===== config.mk =====
export PLATFORM = sky130hd
export DESIGN_NAME = trace_tx
export DESIGN_NICKNAME = d
export VERILOG_FILES = /design/src/rtl/trace_tx.sv
export SDC_FILE = /design/constraint.sdc
export NUM_CORES = 1
export LEC_CHECK = 0
export CORE_MARGIN = 2
export CORE_UTILIZATION = 40
export CTS_CLUSTER_SIZE = 14
export DETAILED_ROUTE_END_ITERATION = 10
export PLACE_DENSITY_LB_ADDON = 0.1
export SLEW_MARGIN = 20
export SYNTH_ARGS = -nofsm -noshare
export SYNTH_HDL_FRONTEND = slang
export SYNTH_SLANG_ARGS = --single-unit

===== constraint.sdc =====
create_clock -name clk -period 19.9 [get_ports clk]
set_input_delay 5.97 -clock clk [delete_from_list [all_inputs] [get_ports clk]]
set_output_delay 5.97 -clock clk [all_outputs]
set_load 0.05 [all_outputs]

===== src/rtl/trace_tx.sv =====
// Retirement trace transmitter: captures one record per retired instruction into a
// FIFO and serializes it as a 32-bit word stream. Optional macro: TRACE_TX_MEM_WORDS_EN.
module trace_tx #(
    parameter int DEPTH = 8
) (
    input  logic                       clk,
    input  logic                       rst_n,
    input  logic                       ret_valid,
    input  logic                       mem_wait,
    input  logic [31:0]                ret_pc,
    input  logic [31:0]                ret_inst,
    input  logic                       ret_flush,
    input  logic                       ret_jump,
    input  logic [31:0]                ret_jump_addr,
    input  logic                       ret_rd_we,
    input  logic [4:0]                 ret_rd,
    input  logic [31:0]                ret_rd_data,
    input  logic                       ret_mem_rd,
    input  logic                       ret_mem_wr,
    input  logic [31:0]                ret_mem_addr,
    input  logic [31:0]                ret_mem_data,
    output logic                       tx_valid,
    input  logic                       tx_ready,
    output logic [31:0]                tx_data,
    output logic                       tx_last,
    output logic [$clog2(DEPTH):0]     fifo_level,
    output logic [15:0]                drop_count
);

    localparam int AW = $clog2(DEPTH);
    localparam logic [AW:0] FULL_LVL = (AW + 1)'(DEPTH);
    localparam logic [AW:0] ONE_LVL  = (AW + 1)'(1);

    typedef struct packed {
        logic [31:0] hdr;
        logic [31:0] pc;
        logic [31:0] inst;
        logic [31:0] jump_addr;
        logic [31:0] rd_data;
`ifdef TRACE_TX_MEM_WORDS_EN
        logic [31:0] mem_addr;
        logic [31:0] mem_data;
`endif
    } rec_t;

    typedef enum logic [2:0] {
        S_IDLE,
        S_HDR,
        S_PC,
        S_INST,
        S_JMP,
        S_RD
`ifdef TRACE_TX_MEM_WORDS_EN
        ,
        S_MADDR,
        S_MDATA
`endif
    } state_t;

    rec_t          mem [DEPTH];
    logic [AW-1:0] wr_ptr, rd_ptr;
    logic [AW:0]   count;
    logic [15:0]   seq;
    logic          ovf_pend;
    state_t        state, state_nxt, follow;

    logic   capture, full, store, drop, hs, last, pop, more;
    logic   has_jmp, has_rd, has_mem, is_flush;
    logic [31:0] cap_hdr;
    rec_t   cap_rec, head;

`ifndef TRACE_TX_MEM_WORDS_EN
    logic unused_mem;
    assign unused_mem = ^{ret_mem_addr, ret_mem_data};
`endif

    assign capture = ret_valid & ~mem_wait;
    assign full    = (count == FULL_LVL);
    assign store   = capture & ~full;
    assign drop    = capture & full;

    // A flushed slot keeps only seq and the overflow marker; all retire flags are zeroed.
    always_comb begin
        if (ret_flush)
            cap_hdr = {seq, ovf_pend, 1'b1, 14'b0};
        else
            cap_hdr = {seq, ovf_pend, 1'b0, ret_jump, ret_rd_we, ret_rd,
                       ret_mem_rd, ret_mem_wr, 5'b0};
    end

    always_comb begin
        cap_rec           = '0;
        cap_rec.hdr       = cap_hdr;
        cap_rec.pc        = ret_pc;
        cap_rec.inst      = ret_inst;
        cap_rec.jump_addr = ret_jump_addr;
        cap_rec.rd_data   = ret_rd_data;
`ifdef TRACE_TX_MEM_WORDS_EN
        cap_rec.mem_addr  = ret_mem_addr;
        cap_rec.mem_data  = ret_mem_data;
`endif
    end

    // NOTE: the record storage is deliberately not reset; validity is tracked by
    // the reset pointers and count, so stale contents are never observed.
    always_ff @(posedge clk) begin
        if (store)
            mem[wr_ptr] <= cap_rec;
    end

    assign head = mem[rd_ptr];

    // NOTE: all sequential state uses non-blocking assignments so every register
    // samples pre-edge values, independent of statement order.
    always_ff @(posedge clk or negedge rst_n) begin
        if (!rst_n) begin
            wr_ptr     <= '0;
            rd_ptr     <= '0;
            count      <= '0;
            seq        <= '0;
            ovf_pend   <= 1'b0;
            drop_count <= '0;
        end else begin
            if (capture)
                seq <= seq + 16'd1;
            if (store)
                wr_ptr <= wr_ptr + 1'b1;
            if (pop)
                rd_ptr <= rd_ptr + 1'b1;
            if (store && !pop)
                count <= count + ONE_LVL;
            else if (pop && !store)
                count <= count - ONE_LVL;
            if (drop) begin
                ovf_pend <= 1'b1;
                if (drop_count != 16'hFFFF)
                    drop_count <= drop_count + 16'd1;
            end else if (store) begin
                ovf_pend <= 1'b0;
            end
        end
    end

    assign fifo_level = count;

    always_ff @(posedge clk or negedge rst_n) begin
        if (!rst_n)
            state <= S_IDLE;
        else
            state <= state_nxt;
    end

    assign is_flush = head.hdr[14];
    assign has_jmp  = head.hdr[13];
    assign has_rd   = head.hdr[12] & (|head.hdr[11:7]);
`ifdef TRACE_TX_MEM_WORDS_EN
    assign has_mem  = head.hdr[6] | head.hdr[5];
`else
    assign has_mem  = 1'b0;
`endif

    // follow is the word after the current one; S_IDLE there means end of record.
    // NOTE: every output of this block is given a default first so no latch is inferred.
    always_comb begin
        follow    = S_IDLE;
        state_nxt = state;
        tx_data   = '0;
        unique case (state)
            S_HDR: begin
                tx_data = head.hdr;
                follow  = S_PC;
            end
            S_PC: begin
                tx_data = head.pc;
                follow  = is_flush ? S_IDLE : S_INST;
            end
            S_INST: begin
                tx_data = head.inst;
                if (has_jmp)      follow = S_JMP;
                else if (has_rd)  follow = S_RD;
`ifdef TRACE_TX_MEM_WORDS_EN
                else if (has_mem) follow = S_MADDR;
`endif
            end
            S_JMP: begin
                tx_data = head.jump_addr;
                if (has_rd)       follow = S_RD;
`ifdef TRACE_TX_MEM_WORDS_EN
                else if (has_mem) follow = S_MADDR;
`endif
            end
            S_RD: begin
                tx_data = head.rd_data;
`ifdef TRACE_TX_MEM_WORDS_EN
                if (has_mem)      follow = S_MADDR;
`endif
            end
`ifdef TRACE_TX_MEM_WORDS_EN
            S_MADDR: begin
                tx_data = head.mem_addr;
                follow  = S_MDATA;
            end
            S_MDATA: begin
                tx_data = head.mem_data;
            end
`endif
            default: begin
                tx_data = '0;
            end
        endcase

        // IDLE implies an empty FIFO, so a store here starts the next header directly.
        if (state == S_IDLE) begin
            if (store)
                state_nxt = S_HDR;
        end else if (hs) begin
            if (last)
                state_nxt = more ? S_HDR : S_IDLE;
            else
                state_nxt = follow;
        end
    end

    assign tx_valid = (state != S_IDLE);
    assign last     = tx_valid && (follow == S_IDLE);
    assign tx_last  = last;
    assign hs       = tx_valid & tx_ready;
    assign pop      = hs & last;
    assign more     = (count > ONE_LVL) | store;

    logic unused_has_mem;
    assign unused_has_mem = has_mem;

endmodule


==> summary.md <==
| Metric | Value |
|---|---|
| Cell family with most CP delay | buffers and inverters |
| Global-route usage over all layers | around a fifth |
| Hold Buf Count CTS | 0 |
| Final Hold Violating Endpoints | 0 |
| Sequential share of power | 40.6% |
| Largest net degree at the start of global routing | 117 |
| Slew margin rel. | 29.8% |
| Most common cell in the netlist | edfxtp_1 |
| Syn_nets | 2375 |
| DR vias/cell | 5.48 |
| Avg Cell Area, Syn | 22.8 um^2 |
| Worst-Margin Slew | 1.05 ns |
| Inserted Clock Buffers | 140 |
| Synth cell count leaders | 1240 x edfxtp_1, 305 x mux4_2, 155 x mux2i_1 |
| Req. time, crit path | 13.93 ns |
| Core Area | 0.122 mm^2 |
| Clock Tree Buf Depth | 3 |
| Final Critical Period | roughly 12 ns |
| DR WL met2 | 58300 um |
| Most frequent CP cell | buf_4 |
| Area leader, netlist | edfxtp_1 |
| CP Max Fanout | 57 |
| Fin Clk Skew | 0.0197 ns |
| Synth Flop Type | edfxtp_1 |
| Placer Congestion | approximately 0.74 |
| CP Cell Sequence | buf_4 > buf_4 > buf_4 > mux4_2 > mux2i_1 > o22ai_1 > or3_1 > clkdlybuf4s50_1 |
| First-pass GRT wire length | 172000 um |
| Pwr/cell area | 143 mW/mm^2 |
| Sequential cell area fraction in the yosys report | between 70 and 80% |
| Element type at the critical path start | flip-flop |
| Max Cap Viol | 0 |
| CTS tree | built |
| Source of the critical timing path | rd_ptr[1] |
| Die area | between 0.1 and 0.15 mm^2 |
| Layout cells sized above 1 | 22.4% |
| Int Power | 5640 uW |
| Worst R2R Path Depth | 13 |
| Crit. End Element | output pin |
| Switching Fraction | 31.4% |
| Reg2Reg Launch Point | rd_ptr[1] |
| Peak supply drop | 103 uV |
| Critical Path End | tx_data[9] |
| CTS Sinks | 1286 |
| IO buf count | 196 |
| Initial antenna violation count | 24 |
| Avg WL per Cell | 28.4 um |
| Vias in the first global route | 24643 |
| Drt initial violations | 1831 |
| Vias post-DR | 22892 |
| Warnings, synthesis | 0 |
| Slowest stage delay, CP | around 0.87 ns |
| Slew Viols, Final | 0 |
| Root Driver | clkbuf_16 |
| Post-Syn Area | around 0.049 mm^2 |
| Reg2reg end | fifo_level[3] |
| Placed cell count | slightly below 4000 |
| Crit path depth | 8 |
| Chip Height | 355 um |
| Crit Path Category | flip-flop to output pin |
| Unrepaired setup endpoints after global routing | no |
| Critical Path AT | 6.35 ns |
| Row Count | 128 |
| EDFF count, synth | between 1000 and 1500 |
| Post_cts resized | 0 |
| Setup tns final | 0 ns |
| DRC | 0 |
| Worst-Skew Late Latency | 0.74 ns |
| WL met3 | 6640 um |
| Clock power share | 30.1% |
| Dominant cells by area after synthesis | edfxtp_1 76%, mux4_2 14%, mux2i_1 3.1% |
| Synth top area share | 75.5% |
| Lkg Pwr | 0.0184 uW |
| FMAX | 81.2 MHz |
| Psw | 2590 uW |
| Total congestion overflow | 0 |
| Layout Cells excl Fill | 4179 |
| Post-CTS Repair Setup Buffers | 0 |
| Floorplan die width | between 300 and 400 um |
| Comb pwr share | 29.3% |
| Status | complete, no violations |
| Post-DP HPWL | 63000 um |
| Async S/R FF share, synth | 3.58% |
| Clock transition at path regs | 0.06 ns |
| Boundary pin count | 261 |
| Period utilization | 61.9% |
| Drt total wl | approximately 120000 um |
| Slowest stage cell, crit path | buf_4 |
| Synthesized flop and latch total | 1286 |
| Initial core utilization | 40.4% |
| Met1 Wirelength | 51100 um |
| Final setup vio count | 0 |
| Top routing layer in use | met5 |
| Min-Delay Path Class | flip-flop to flip-flop |
| Post-DRT Antenna Nets | 0 |
| Netlist cell types | between 50 and 60 |
| # H-tree levels | 4 |
| Area Growth Syn to Fin | 17.0% |
| Worst path buffer plus inverter count | 4 |
| Nets | 2652 |
| Synth Instances | about 2200 |
| Flop2flop setup slack | 14.10 ns |
| DRT Pass-1 Iters | 7 |
-- routing by layer --
metal | vias up | track usage [%]
met5 | - | 0
met4 | 20 | 4.87
met3 | 191 | 4.32
met2 | 568 | 31.1
met1 | 12409 | 25.9
li1 | 9704 | -
-- layout make-up --
type	instances	area [um^2]
diodes	6	15.0
clock buffers	177	3790
clock inverters	76	614
fillers	10085	64300
inverters	10	37.5
multi-input cells	760	10500
flip-flops and latches	1286	38400
well taps	1625	2030
repair buffers	239	2350
-- worst reg2reg max path, stage by stage, from the launching register on --
cell	delay, ns
dfrtp_4	0.83
buf_4	0.90
buf_4	0.99
mux4_2	0.66
mux2i_1	0.54
a31oi_1	0.17
o21ai_1	0.14
a21oi_2	0.11
nor2_2	0.20
inv_1	0.08
ha_1	0.25
or4_1	0.52
a21oi_1	0.18
xor2_1	0.15
-- worst min path at each step --
stage	startpoint	end	slack, ns	cells after the start
after global routing	drop_count[5]	drop_count[5]	0.53	1
final	drop_count[5]	drop_count[5]	0.50	1
after CTS	drop_count[5]	drop_count[5]	0.51	1
after floorplan	ovf_pend	mem[0][143]	0.54	0
after global placement	drop_count[9]	drop_count[9]	0.48	1
after detailed placement	drop_count[5]	drop_count[5]	0.49	1
-- flip-flops by register name (all words and copies together) (netlist names) --
signal and flops:
fifo_level 4, rd_ptr 3, drop_count 16, seq 16, ovf_pend 1, wr_ptr 3, state 3, mem 1240
-- placed cells by master, fill, tap and decap left out, types with 4 or more instances in the layout --
cell / synthesis / routed
and4_1: 4 / 4
buf_12: 0 / 6
buf_4: 1 / 37
bufinv_16: 0 / 6
clkbuf_1: 32 / 27
clkbuf_16: 0 / 144
clkbuf_8: 1 / 6
clkdlybuf4s50_1: 0 / 195
clkinv_1: 0 / 30
clkinv_2: 0 / 26
clkinv_8: 0 / 5
dfrtp_1: 46 / 43
diode_2: 0 / 6
edfxtp_1: 1240 / 1240
ha_1: 8 / 8
inv_1: 10 / 10
mux2i_1: 155 / 155
mux4_1: 5 / 5
mux4_2: 305 / 305
nand2_1: 29 / 28
nand2b_1: 4 / 4
nand3_1: 16 / 14
nand4_1: 7 / 7
nor2_1: 39 / 36
nor2b_1: 10 / 10
nor3_1: 8 / 4
nor3_2: 0 / 4
o22ai_1: 65 / 65
or2_2: 5 / 5
or3_1: 31 / 29
xnor2_1: 26 / 26
xor2_1: 11 / 11
-- power by group through the flow --
stage,clock network (uW),registers [uW],logic (uW)
3_5_place_dp,0,3400,2470
3_3_place_gp,0,3390,2460
2_1_floorplan,0,3390,1710
4_1_cts,2540,3350,2470
6_report,2480,3340,2410
5_1_grt,2640,3370,2580
-- logic make-up after synthesis --
group / count (synthesis) / synth area share (%)
flops: 1286 / 77.8
fa+ha+maj: 8 / 0.203
buf+inv: 114 / 1.10
compound gates: 85 / 1.10
simple gates: 162 / 1.68
xor+xnor: 37 / 0.657
mux: 468 / 17.4
-- metrics by stage --
stage | hold WS (ns) | instance area, um^2 | total power [uW] | setup slack (ns) | util, %
after floorplan | 0.540 | 49300 | 5090 | 1.81 | -
after global placement | 0.482 | 53300 | 5850 | 8.20 | 43.7
after detailed placement | 0.492 | 53300 | 5870 | 8.12 | 43.7
after CTS | 0.505 | 57700 | 8370 | 7.35 | 47.3
after global routing | 0.533 | 57700 | 8590 | 7.18 | 47.3
final | 0.502 | 57700 | 8230 | 7.58 | 47.3
(Power assumes the default switching activity.)
